[src/rtl/nco_voice_bank_if.sv]
// Config write handshake and per-voice result bus of the NCO voice bank.
interface nco_voice_bank_if #(
  parameter int unsigned ACC_W = 24,
  parameter int unsigned VW    = 2,
  parameter int unsigned IDX_W = 9
);
  logic             cfg_valid;
  logic             cfg_ready;
  logic [VW-1:0]    cfg_voice;
  logic [ACC_W-1:0] cfg_tune;
  logic             cfg_gate;
  logic             cfg_err;
  logic             out_valid;
  logic [VW-1:0]    out_voice;
  logic [IDX_W-1:0] out_index;
  logic             out_wrap;

  modport master (
    output cfg_valid, cfg_voice, cfg_tune, cfg_gate,
    input  cfg_ready, cfg_err, out_valid, out_voice, out_index, out_wrap
  );

  modport slave (
    input  cfg_valid, cfg_voice, cfg_tune, cfg_gate,
    output cfg_ready, cfg_err, out_valid, out_voice, out_index, out_wrap
  );
endinterface

[src/rtl/nco_voice_bank.sv]
// Multi-voice phase-accumulator NCO; voices are swept one per cycle after each sample tick
// and each result is scaled into a 0..TBL_LEN-1 lookup-table index.
module nco_voice_bank #(
  parameter int unsigned NUM_VOICES = 4,
  parameter int unsigned ACC_W      = 24,
  parameter int unsigned PH_W       = 12,
  parameter int unsigned TBL_LEN    = 360,
  parameter int unsigned IDX_W      = 9,
  parameter int unsigned SAMPLE_DIV = 256,
  parameter int unsigned VW         = 2
) (
  input logic              clk,
  input logic              rst,
  input logic              en,
  input logic              sync,
  nco_voice_bank_if.slave  bus
);

  localparam int unsigned CNT_W  = (SAMPLE_DIV > 1) ? $clog2(SAMPLE_DIV) : 1;
  localparam int unsigned PROD_W = PH_W + IDX_W + 1;

  logic [CNT_W-1:0]      cnt_q;
  logic                  busy_q;
  logic [VW-1:0]         ptr_q;
  logic                  sync_pending_q;
  logic                  sweep_zero_q;
  logic [ACC_W-1:0]      acc_q  [NUM_VOICES];
  logic [ACC_W-1:0]      tune_q [NUM_VOICES];
  logic [NUM_VOICES-1:0] gate_q;

  logic                  out_valid_q;
  logic [VW-1:0]         out_voice_q;
  logic [IDX_W-1:0]      out_index_q;
  logic                  out_wrap_q;
  logic                  cfg_err_q;

  logic                  tick;
  logic                  cfg_ready;
  logic                  cfg_fire;
  logic                  cfg_in_range;
  logic                  last_voice;

  logic [ACC_W-1:0]      cur_acc;
  logic [ACC_W:0]        sum;
  logic [ACC_W-1:0]      new_acc;
  logic                  new_wrap;
  logic [PROD_W-1:0]     prod;
  logic [IDX_W-1:0]      new_index;

  assign tick         = en && (cnt_q == CNT_W'(SAMPLE_DIV - 1));
  assign cfg_ready    = !busy_q && !rst;
  assign cfg_fire     = bus.cfg_valid && cfg_ready;
  assign cfg_in_range = 32'(bus.cfg_voice) < NUM_VOICES;
  assign last_voice   = (ptr_q == VW'(NUM_VOICES - 1));

  // Update of the voice currently addressed by the sweep pointer.
  always_comb begin
    cur_acc  = acc_q[ptr_q];
    sum      = {1'b0, cur_acc} + {1'b0, tune_q[ptr_q]};
    new_acc  = cur_acc;
    new_wrap = 1'b0;
    if (sweep_zero_q) begin
      new_acc  = '0;
      new_wrap = 1'b0;
    end else if (gate_q[ptr_q]) begin
      new_acc  = sum[ACC_W-1:0];
      new_wrap = sum[ACC_W];
    end
    // top phase bits * TBL_LEN / 2^PH_W stays strictly below TBL_LEN
    prod      = PROD_W'(new_acc[ACC_W-1 -: PH_W]) * PROD_W'(TBL_LEN);
    new_index = IDX_W'(prod >> PH_W);
  end

  always_ff @(posedge clk) begin
    if (rst) begin
      cnt_q          <= '0;
      busy_q         <= 1'b0;
      ptr_q          <= '0;
      sync_pending_q <= 1'b0;
      sweep_zero_q   <= 1'b0;
      gate_q         <= '0;
      out_valid_q    <= 1'b0;
      out_voice_q    <= '0;
      out_index_q    <= '0;
      out_wrap_q     <= 1'b0;
      cfg_err_q      <= 1'b0;
      for (int i = 0; i < int'(NUM_VOICES); i++) begin
        acc_q[i]  <= '0;
        tune_q[i] <= '0;
      end
    end else begin
      if (en) begin
        cnt_q <= tick ? '0 : cnt_q + CNT_W'(1);
      end

      // A sync seen up to and including the tick cycle zeroes the sweep that follows.
      if (tick) begin
        sweep_zero_q   <= sync_pending_q || sync;
        sync_pending_q <= 1'b0;
      end else if (sync) begin
        sync_pending_q <= 1'b1;
      end

      out_valid_q <= busy_q;
      if (busy_q) begin
        acc_q[ptr_q] <= new_acc;
        out_voice_q  <= ptr_q;
        out_index_q  <= new_index;
        out_wrap_q   <= new_wrap;
        if (last_voice) begin
          busy_q <= 1'b0;
        end else begin
          ptr_q <= ptr_q + VW'(1);
        end
      end else if (tick) begin
        busy_q <= 1'b1;
        ptr_q  <= '0;
      end

      cfg_err_q <= cfg_fire && !cfg_in_range;
      if (cfg_fire && cfg_in_range) begin
        tune_q[bus.cfg_voice] <= bus.cfg_tune;
        gate_q[bus.cfg_voice] <= bus.cfg_gate;
      end
    end
  end

  assign bus.cfg_ready = cfg_ready;
  assign bus.cfg_err   = cfg_err_q;
  assign bus.out_valid = out_valid_q;
  assign bus.out_voice = out_voice_q;
  assign bus.out_index = out_index_q;
  assign bus.out_wrap  = out_wrap_q;

endmodule

[src/flat_wrapper.sv]
// flat-port wrapper written by rule: the top's interface ports become plain ports
module nco_voice_bank_flat 
#(
  parameter int unsigned NUM_VOICES = 4,
  parameter int unsigned ACC_W      = 24,
  parameter int unsigned PH_W       = 12,
  parameter int unsigned TBL_LEN    = 360,
  parameter int unsigned IDX_W      = 9,
  parameter int unsigned SAMPLE_DIV = 256,
  parameter int unsigned VW         = 2
)
  (clk, rst, en, sync, bus_cfg_valid, bus_cfg_voice, bus_cfg_tune, bus_cfg_gate, bus_cfg_ready, bus_cfg_err, bus_out_valid, bus_out_voice, bus_out_index, bus_out_wrap);
  nco_voice_bank_if #(.ACC_W(ACC_W), .VW(VW), .IDX_W(IDX_W)) bus_i ();
  input logic clk;
  input logic rst;
  input logic en;
  input logic sync;
  input wire logic [$bits(bus_i.cfg_valid)-1:0] bus_cfg_valid;
  input wire logic [$bits(bus_i.cfg_voice)-1:0] bus_cfg_voice;
  input wire logic [$bits(bus_i.cfg_tune)-1:0] bus_cfg_tune;
  input wire logic [$bits(bus_i.cfg_gate)-1:0] bus_cfg_gate;
  output wire logic [$bits(bus_i.cfg_ready)-1:0] bus_cfg_ready;
  output wire logic [$bits(bus_i.cfg_err)-1:0] bus_cfg_err;
  output wire logic [$bits(bus_i.out_valid)-1:0] bus_out_valid;
  output wire logic [$bits(bus_i.out_voice)-1:0] bus_out_voice;
  output wire logic [$bits(bus_i.out_index)-1:0] bus_out_index;
  output wire logic [$bits(bus_i.out_wrap)-1:0] bus_out_wrap;
  assign bus_i.cfg_valid = bus_cfg_valid;
  assign bus_i.cfg_voice = bus_cfg_voice;
  assign bus_i.cfg_tune = bus_cfg_tune;
  assign bus_i.cfg_gate = bus_cfg_gate;
  assign bus_cfg_ready = bus_i.cfg_ready;
  assign bus_cfg_err = bus_i.cfg_err;
  assign bus_out_valid = bus_i.out_valid;
  assign bus_out_voice = bus_i.out_voice;
  assign bus_out_index = bus_i.out_index;
  assign bus_out_wrap = bus_i.out_wrap;
  nco_voice_bank #(.NUM_VOICES(NUM_VOICES), .ACC_W(ACC_W), .PH_W(PH_W), .TBL_LEN(TBL_LEN), .IDX_W(IDX_W), .SAMPLE_DIV(SAMPLE_DIV), .VW(VW)) u_core (.clk(clk), .rst(rst), .en(en), .sync(sync), .bus(bus_i));
endmodule
[config.mk]
export PLATFORM = sky130hd
export DESIGN_NAME = nco_voice_bank_flat
export DESIGN_NICKNAME = d
export VERILOG_FILES = /design/src/rtl/nco_voice_bank_if.sv /design/src/rtl/nco_voice_bank.sv /design/src/flat_wrapper.sv
export SDC_FILE = /design/constraint.sdc
export NUM_CORES = 1
export LEC_CHECK = 0
export CAP_MARGIN = 20
export CORE_UTILIZATION = 45
export DETAILED_ROUTE_END_ITERATION = 10
export DONT_BUFFER_PORTS = 1
export RECOVER_POWER = 50
export REMOVE_ABC_BUFFERS = 1
export SYNTH_ARGS = -nofsm -noshare
export SYNTH_HDL_FRONTEND = slang
export SYNTH_SLANG_ARGS = --single-unit
[constraint.sdc]
create_clock -name clk -period 9.1 [get_ports clk]
set_input_delay 0.91 -clock clk [delete_from_list [all_inputs] [get_ports clk]]
set_output_delay 0.91 -clock clk [all_outputs]
set_load 0.01 [all_outputs]
==> flow_summary.toml <==
[logic_synthesis]
synth_common_cells = "192 x edfxtp_1, 142 x nor2_1, 75 x and2_1, 61 x ha_1, 54 x nand2_1"
synth_ff_type = "edfxtp_1"
ys_seq_area_share_pct = 52.9
yosysTopAreaCell = "edfxtp_1"
ys_warn_count = 0
synth.area.top_cells = "edfxtp_1 48%, mux4_2 8.9%, ha_1 6.3%"
netlist_area_um2 = 12100
synthDistinctLibCells = 68
synth_top_cell_area_share_pct = 47.6
synth_area_per_cell_um2 = 12.2
ys_ff_latch = 224
synthArstFlopShare_pct = 0
yosysMostFrequentCell = "edfxtp_1"
netlist_instances = 992
synth-edff-count = 192

[timing]
period_minus_slack_ns = 7.16
finalHoldViolCount = 0
worst_pin_slew_ns = 1.66
skew_ns = 0.0184
fin_tns_setup_ns = 0
relSlewSlack_pct = -10.6
setup_viol = 0
max_freq_mhz = 140
rsz0062_at_grt = "false"
post-route-period-util_pct = 78.7
drv_slew = 75

[worst_setup_path]
reg2reg_depth = 20
worstPathRequired_ns = 9.49
start_kind = "flip-flop"
setup.worst_path.end = "u_core.bus.out_index[3]$_SDFFE_PP0P_"
cp.arrival_ns = 7.55
end_kind = "flip-flop"
crit_fanout = 31
crit_type = "reg -> reg"
r2r-end = "u_core.bus.out_index[3]$_SDFFE_PP0P_"
rrSetupSlack_ns = 1.94

[routing]
drtPass1Iterations = 7
drc_errors = 1
route.antenna.remaining_nets = 0
wl_mm = 27.7
wl_per_cell_um = 20.7
viasPerCell = 5.75
vias = 7670
dr.first_iter.drc_count = 579

[clock_network]
hold_buffers = 0
clock_latency_ns = 0.52
cts_root_buf = "clkbuf_16"
path_clk_slew_ns = 0.06
cts.sinks = 224
cts_tree = "built"
htreeDepth = 1
ctsResizeCount = 0
cts_setup_buffers = 0
cts-buffers-inserted = 25
clockBufferDepth = 3

[run_status]
violations = "design-rule violations, max-capacitance violations, max-slew violations"
outcome = "complete, but fails checks"

[power_and_ir_drop]
swShare_pct = 26.1
power_frac_comb_pct = 17.4
powerDensity_nw_per_um2 = 202
p_seq_share_pct = 44.3
power_frac_clock_pct = 38.3
p_int_mw = 1.98
p_switching_uw = 698
ir_drop_mv = 0.126
leakage_nw = 4.86

[final_layout]
fin_util_pct = 50.6
n_antenna_cell = 0
fin_nets = 1089
fillCellCount = 2276
syn_to_final_growth_pct = 9.45
drive_above_1_share_pct = 11.6

[floorplan]
die_x_um = 166
rows = 59
dieHeight_um = 166
dieArea_um2 = 27600
core_area_um2 = 26200
pin_count = 47
initial_core_util_pct = 46.2

[global_routing]
grt_first_pass_wirelength_mm = 44.5
track_usage_pct = 20.6
first_global_vias = 8011
grt_antenna_before_repair = 0
overflow = 0
grt_start_max_net_pins = 32

[place]
io_buffers = 0
gp_congestion = 0.872
hpwl_mm = 18.7

[flow_run]
maxCapViolations = 3

[hold_path]
hold_class = "reg -> reg"
power by group through the flow:
| stage | Clock, mW | Sequential [mW] | Combinational (mW) |
|---|---|---|---|
| final | 1.03 | 1.19 | 0.465 |
| after global routing | 1.08 | 1.19 | 0.526 |
| after CTS | 1.04 | 1.19 | 0.469 |
| after detailed placement | 0 | 1.21 | 0.464 |
| after global placement | 0 | 1.20 | 0.461 |
| after floorplan | 0 | 1.20 | 0.350 |
cell families after synthesis:
| kind of cell | share of synthesized area (%) |
|---|---|
| XOR/XNOR | 2.31 |
| other | 0.0309 |
| flip-flops | 52.9 |
| buffers and inverters | 2.90 |
| multiplexers | 10.7 |
| AO/OA/AOI/OAI | 7.57 |
| AND/OR/NAND/NOR | 15.0 |
| adder cells (fa/ha/maj) | 8.61 |
final cells by class:
type / count / area [um2] / share of cell area [%]
sequential: 224 / 6410 / 48.3
clock buffer: 31 / 689 / 5.20
inverter: 34 / 128 / 0.962
multi-input combinational: 682 / 5360 / 40.4
clock inverter: 14 / 148 / 1.11
timing repair buffer: 15 / 106 / 0.802
tap: 335 / 419 / 3.16
worst max-delay path: stages, from the launching register on:
cell	delay [ns]
dfxtp_4	0.79
mux4_2	0.60
ha_1	0.25
fa_1	0.41
a21o_1	0.23
a311o_1	0.37
a21oi_2	0.30
o22ai_2	0.13
or3_1	0.33
a31oi_2	0.32
nor2_1	0.12
ha_1	0.37
fa_1	0.58
fa_1	0.43
ha_1	0.32
a21o_1	0.16
a21oi_1	0.29
a31oi_1	0.24
o41ai_1	0.37
xor2_1	0.27
o21ai_0	0.10
registers in the layout (all words and copies together), names as in the netlist, named ones only:
signal	cells
u_core.sweep_zero_q	1
u_core.bus.out_index	9
u_core.cnt_q	8
u_core.gate_q	4
u_core.bus.out_valid	1
u_core.ptr_q	2
u_core.acc_q	96
u_core.bus.out_wrap	1
u_core.bus.out_voice	2
u_core.tune_q	96
u_core.busy_q	1
u_core.sync_pending_q	1
metal layers:
layer	part of all wire, %	GRT usage [%]	wire length, um
met3	4.4	2.72	1210
met1	44	28.0	12300
met5	0	0	0
met4	1.8	4.47	511
met2	49	35.2	13700
cell usage in the layout (no fill, tap or decap), types with 3 or more instances in the layout:
cell	n
o211ai_1	5
nand2_1	54
o31ai_1	3
a21o_1	11
or2_2	4
clkbuf_1	10
o21a_1	12
edfxtp_1	192
inv_1	34
mux2i_1	18
xor2_1	17
nand2b_1	8
and2_0	37
dfxtp_1	30
a21boi_0	4
nor2_1	143
a31oi_1	3
or3_1	5
buf_4	7
and4_1	3
clkbuf_16	26
nand4_1	11
nor3_1	14
mux4_2	48
fa_1	14
clkinv_1	5
and3_1	26
a211oi_1	5
o21ai_0	25
nor4_1	4
o22ai_1	3
and2_1	38
ha_1	61
nand3_1	9
a21oi_1	37
bufinv_16	3
xnor2_1	15
clkinv_2	3
through the flow:
step	std cells	hold slack (ns)	cell area, um2	setup WS (ns)	power [mW]
2_1_floorplan	940	0.425	11900	1.30	1.55
3_3_place_gp	1289	0.442	12400	2.02	1.67
3_5_place_dp	1289	0.446	12400	1.93	1.67
4_1_cts	1334	0.452	13300	1.92	2.69
5_1_grt	1335	0.450	13300	1.23	2.79
6_report	1335	0.454	13300	1.94	2.68
worst min path at each step:
stage	start	endpoint	slack, ns	depth (start not counted)
final	u_core.sync_pending_q$_SDFFE_PP0P_	u_core.sync_pending_q$_SDFFE_PP0P_	0.45	2
after global routing	rst	u_core.bus.out_index[0]$_SDFFE_PP0P_	0.45	1
after CTS	rst	u_core.bus.out_index[1]$_SDFFE_PP0P_	0.45	1
after detailed placement	u_core.sync_pending_q$_SDFFE_PP0P_	u_core.sync_pending_q$_SDFFE_PP0P_	0.45	2
after global placement	u_core.sync_pending_q$_SDFFE_PP0P_	u_core.sync_pending_q$_SDFFE_PP0P_	0.44	2
after floorplan	u_core.sync_pending_q$_SDFFE_PP0P_	u_core.sync_pending_q$_SDFFE_PP0P_	0.43	2
(Power assumes the default switching activity.)
